File: src/rtl/axi4_lite_lstm_loader.sv
// AXI4-Lite write-master sequencer: streams LSTM weight/bias words into consecutive
// word addresses of the LSTM block's slave port, one single-beat write at a time.
module axi4_lite_lstm_loader #(
    parameter int          WIDTH     = 32,
    parameter int          DEPTH     = 512,
    parameter logic [31:0] BASE_ADDR = 32'h0000_0000,
    localparam int         ADDR_WIDTH = $clog2(DEPTH)
) (
    input  logic                  clk,
    input  logic                  rst,
    input  logic                  start,
    input  logic [ADDR_WIDTH:0]   word_count,
    input  logic [WIDTH-1:0]      s_data,
    input  logic                  s_valid,
    output logic                  s_ready,
    output logic [31:0]           awaddr,
    output logic [2:0]            awprot,
    output logic                  awvalid,
    input  logic                  awready,
    output logic [WIDTH-1:0]      wdata,
    output logic [3:0]            wstrb,
    output logic                  wvalid,
    input  logic                  wready,
    input  logic [1:0]            bresp,
    input  logic                  bvalid,
    output logic                  bready,
    output logic                  busy,
    output logic                  done,
    output logic                  error,
    output logic [ADDR_WIDTH:0]   err_count
);

    // state | meaning
    // IDLE  | waiting for start
    // FETCH | s_ready high, waiting for next stream word
    // WRITE | awvalid/wvalid presented, each drops after its own handshake
    // RESP  | bready high, waiting for the write response
    // DONE  | final cycle of the load; done pulses on the way back to IDLE

    typedef enum logic [2:0] {IDLE, FETCH, WRITE, RESP, DONE} state_t;

    localparam logic [ADDR_WIDTH:0] DEPTH_W = (ADDR_WIDTH + 1)'(DEPTH);
    localparam logic [ADDR_WIDTH:0] ONE     = (ADDR_WIDTH + 1)'(1);

    state_t              state;
    logic [ADDR_WIDTH:0] count;
    logic [ADDR_WIDTH:0] index;
    logic [ADDR_WIDTH:0] wc_clamped;
    logic                aw_ok;
    logic                w_ok;

    assign wc_clamped = (word_count > DEPTH_W) ? DEPTH_W : word_count;
    assign awprot     = 3'b000;
    assign wstrb      = 4'b1111;

    // A channel is finished once its valid has dropped or is handshaking this cycle.
    assign aw_ok = !awvalid || awready;
    assign w_ok  = !wvalid  || wready;

    always_ff @(posedge clk or posedge rst) begin
        if (rst) begin
            state     <= IDLE;
            count     <= '0;
            index     <= '0;
            s_ready   <= 1'b0;
            awaddr    <= '0;
            awvalid   <= 1'b0;
            wdata     <= '0;
            wvalid    <= 1'b0;
            bready    <= 1'b0;
            busy      <= 1'b0;
            done      <= 1'b0;
            error     <= 1'b0;
            err_count <= '0;
        end else begin
            done <= 1'b0;
            case (state)
                IDLE: begin
                    if (start) begin
                        count     <= wc_clamped;
                        index     <= '0;
                        error     <= 1'b0;
                        err_count <= '0;
                        busy      <= 1'b1;
                        if (wc_clamped != '0) begin
                            state   <= FETCH;
                            s_ready <= 1'b1;
                        end else begin
                            state <= DONE;
                        end
                    end
                end
                FETCH: begin
                    if (s_valid) begin
                        wdata   <= s_data;
                        awaddr  <= BASE_ADDR + 32'({index, 2'b00});
                        s_ready <= 1'b0;
                        awvalid <= 1'b1;
                        wvalid  <= 1'b1;
                        state   <= WRITE;
                    end
                end
                WRITE: begin
                    if (awvalid && awready) awvalid <= 1'b0;
                    if (wvalid && wready)   wvalid  <= 1'b0;
                    if (aw_ok && w_ok) begin
                        bready <= 1'b1;
                        state  <= RESP;
                    end
                end
                RESP: begin
                    if (bvalid) begin
                        bready <= 1'b0;
                        index  <= index + ONE;
                        if (bresp != 2'b00) begin
                            error     <= 1'b1;
                            err_count <= err_count + ONE;
                        end
                        if (index == count - ONE) begin
                            state <= DONE;
                        end else begin
                            state   <= FETCH;
                            s_ready <= 1'b1;
                        end
                    end
                end
                DONE: begin
                    done  <= 1'b1;
                    busy  <= 1'b0;
                    state <= IDLE;
                end
                default: state <= IDLE;
            endcase
        end
    end

endmodule
File: config.mk
export PLATFORM = sky130hd
export DESIGN_NAME = axi4_lite_lstm_loader
export DESIGN_NICKNAME = d
export VERILOG_FILES = /design/src/rtl/axi4_lite_lstm_loader.sv
export SDC_FILE = /design/constraint.sdc
export NUM_CORES = 1
export LEC_CHECK = 0
export CAP_MARGIN = 10
export CORE_ASPECT_RATIO = 0.9
export CORE_MARGIN = 10
export CORE_UTILIZATION = 50
export DETAILED_ROUTE_END_ITERATION = 10
export DONT_BUFFER_PORTS = 1
export GPL_TIMING_DRIVEN = 0
export PLACE_DENSITY = 0.67
export RECOVER_POWER = 25
export SETUP_SLACK_MARGIN = 0.4
export SLEW_MARGIN = 5
export SYNTH_ARGS = -nofsm -noshare
export SYNTH_HDL_FRONTEND = slang
export SYNTH_SLANG_ARGS = --single-unit
File: constraint.sdc
create_clock -name clk -period 2 [get_ports clk]
set_input_delay 0.1 -clock clk [delete_from_list [all_inputs] [get_ports clk]]
set_output_delay 0.1 -clock clk [all_outputs]
set_load 0.05 [all_outputs]
==> parameters.txt <==
Parameter                              Value

Finish
  Final nets ... ~540
  Final Util ... 0.745
  Fraction of layout instances using a drive strength above 1 ... 0.364
  Synth-to-layout area growth ... 42.8%
  Final Cell Area ... between 5000 and 6000 sq um

Clocking
  CTS sink count ... 82
  Cell at the root of the clock tree ... sky130_fd_sc_hd__clkbuf_8
  Maximum buffer depth of the clock tree ... 2
  Clock latency reported for the late side of the worst-skew pair ... roughly 0.35 ns
  Clock-pin slew of the registers on the worst-case setup and hold paths ... about 0.08 ns
  Inserted Clock Buffers ... 9
  CTS tree ... built
  Number of H-tree levels ... 3

Run status
  Status ... completed

Placement
  Number of buffers added on ports ... 0
  Final HPWL DP ... around 7200 um
  Cell area after placement ... roughly 4300 sq um
  RePlAce Congestion ... roughly 0.8

STA
  Worst-margin pin slew ... around 0.83 ns
  Final slew viol count ... 0
  Worst Skew ... slightly above 0.009 ns
  Final setup viols ... 0
  Setup repair after global routing missed its margin ... yes
  Max frequency ... 0.507 GHz
  Hold violation total from the final report ... 0
  Final critical delay including setup and external delays ... roughly 2.0 ns
  Period utilization ... 0.986
  Smallest hold slack ... around 0.016 ns
  Max-Slew Margin vs Limit ... 0.447

Floorplan
  Total Die Area ... about 12000 sq um
  Initial cell density of the core ... 0.522
  Die width ... around 110 um
  Row count ... 30
  Core area ... slightly below 8000 sq um
  Height of the chip ... approximately 110 um
  Top Ports ... approximately 140

Power
  Power per Cell Area ... roughly 1500 nW/um^2
  Maximum resistive drop on vdd ... between 900 and 1000 uV
  Pwr Total ... approximately 0.009 W
  Standby leakage power ... approximately 2.6 nW

Logic synthesis
  Leading post-synthesis cells by cell area ... sky130_fd_sc_hd__dfrtp_1, sky130_fd_sc_hd__mux2_2, sky130_fd_sc_hd__buf_4, sky130_fd_sc_hd__nand2_1, sky130_fd_sc_hd__o21ai_0
  Number of distinct library cells after synthesis ... 50
  Top post-synthesis cells by count ... sky130_fd_sc_hd__dfrtp_1, sky130_fd_sc_hd__mux2_2, sky130_fd_sc_hd__nand2_1
  Count leader, synth ... sky130_fd_sc_hd__dfrtp_1
  Gate Count Post-Synth ... between 300 and 400
  Share of the yosys chip area belonging to registers ... 0.511
  Commonest register cell after synthesis ... sky130_fd_sc_hd__dfrtp_1
  Post-synthesis average cell area ... about 11 sq um
  Count of yosys warnings during synthesis ... 0
  Number of register bits inferred by synthesis ... slightly above 80
  Total standard cell area after synthesis ... 4010 sq um
  Cell type with the largest total area after synthesis ... sky130_fd_sc_hd__dfrtp_1
  Proportion of register bits with asynchronous set or reset after synthesis ... 1.00
  Area share of the leading cell type in the synthesized netlist ... 0.511
  Count of flip-flops with a built-in enable after synthesis ... 0

Critical path
  Largest fanout of any net on the critical path ... 2
  Worst r2r path cells ... 7
  Nature of the critical path endpoint ... flop
  Type of element launching the critical path ... flop
  Crit path kind ... flop to flop
  Required time of the worst setup path ... approximately 2.2 ns
  CP Data Arrival Time ... approximately 2.2 ns
  FF-to-FF setup slack ... approximately 0.029 ns

Global routing
  Number of global-route vias before repair ... roughly 3200
  Total gr overflow ... 0
  Number of antenna violations at the first check in global routing ... 1
  Pin count of the biggest net entering global routing ... 36
  GR Util All Layers ... 0.174
  Global-route wire length before repair ... around 17000 um

Detailed routing
  Total Wirelength ... 11600 um
  Count of nets left with antenna violations after detail routing ... 0
  Iter 0 DRT Violations ... ~190
  Via-per-instance ratio ... roughly 5.4
  Routed wire per std cell ... ~20 um
  DRC violation count after routing ... 0
  Via count ... around 3200
  Initial DRT Pass Iterations ... 4

Worst hold path
  Worst min-delay path class ... primary input to flop
  Number of stages on the worst hold path ... 3

Run
  Max-capacitance violation count ... 0
layout by cell type, fill, tap and decap left out, types with 11 or more instances in the layout:
master and instances:
sky130_fd_sc_hd__nand2_1 34, sky130_fd_sc_hd__buf_6 13, sky130_fd_sc_hd__o21ai_1 11, sky130_fd_sc_hd__buf_4 41, sky130_fd_sc_hd__dfrtp_1 78, sky130_fd_sc_hd__dlygate4sd3_1 47, sky130_fd_sc_hd__conb_1 29, sky130_fd_sc_hd__mux2_4 42
sky130_fd_sc_hd__nor2_1 22
cells by family (layout without fill, tap and decap cells):
group           Yosys count  after routing  synth area share
other cells               2             30           0.00187
mux                      43             43             0.120
xor+xnor                 15             15            0.0327
fa+ha+maj                 3              3           0.00935
simple gates            121            121             0.156
flops                    82             82             0.511
compound gates           61             61            0.0932
buf+inv                  48            140            0.0758
per-stage QoR:
step,setup WS [ns],instances,setup TNS (ns)
floorplan,0.162,402,0
global placement,-0.0506,498,-0.0506
detailed placement,-0.117,500,-0.265
CTS,0.128,579,0
global route,-0.0260,591,-0.0518
finish,0.0290,591,0
flip-flops by register name, indices dropped and copies added (netlist names):
signal,cells
state,3
busy,1
wdata,32
count,10
bready,1
error,1
awaddr,10
err_count,10
wvalid,1
index,10
done,1
awvalid,1
s_ready,1
final cells by class:
class                           instances  area (sq um)
Clock buffer                           11           131
Fill cell                             529          1960
Timing Repair Buffer                   76           801
Antenna cell                            1          2.50
Buffer                                 41           368
Sequential cell                        82          2060
Clock inverter                          5          38.8
Inverter                                7          27.5
Multi-Input combinational cell        272          2180
Tap cell                               96           120
worst max-delay path, cell delays in order (launching register included):
cell                      delay, ns
sky130_fd_sc_hd__dfrtp_1       0.40
sky130_fd_sc_hd__buf_6         0.13
sky130_fd_sc_hd__or4_4         0.56
sky130_fd_sc_hd__nor2_4        0.16
sky130_fd_sc_hd__xnor2_2       0.12
sky130_fd_sc_hd__nand4_1       0.21
sky130_fd_sc_hd__nor2_2        0.20
sky130_fd_sc_hd__a21oi_1       0.08
per-layer routing:
| metal | part of all wire | routed length, um | GRT usage | vias up |
|---|---|---|---|---|
| li1 | - | - | - | 1483 |
| met3 | 0.084 | 975 | 0.0692 | 18 |
| met4 | 0.019 | 227 | 0.0617 | 0 |
| met2 | 0.52 | 6110 | 0.296 | 128 |
| met1 | 0.37 | 4340 | 0.190 | 1583 |
| met5 | 0 | 0 | 0 | - |
path summary, 6_finish.rpt:
check / to / startpoint
setup / recovery: s_ready / count[0]
hold / removal: s_ready / s_valid
setup reg to reg: s_ready / count[0]
hold reg to reg: count[9] / count[9]
max in group asynchronous: count[5] / rst
min in group asynchronous: wdata[6] / rst
power by group:
group	leakage (nW)	internal [W]	total [W]	switching, W
Clock	0.0722	0.000456	0.00107	0.000610
Sequential	1.04	0.00218	0.00433	0.00215
Combinational	1.52	0.00194	0.00344	0.00150
what timing repair did:
action,in CTS,in global routing
pin swaps,9,16
buffers inserted,16,6
hold endpoints to repair,94,2
gates cloned,1,4
gates resized for setup,33,111
setup endpoints to repair,68,70
hold buffers,46,1
No activity file was read; power rests on OpenSTA's default activity.
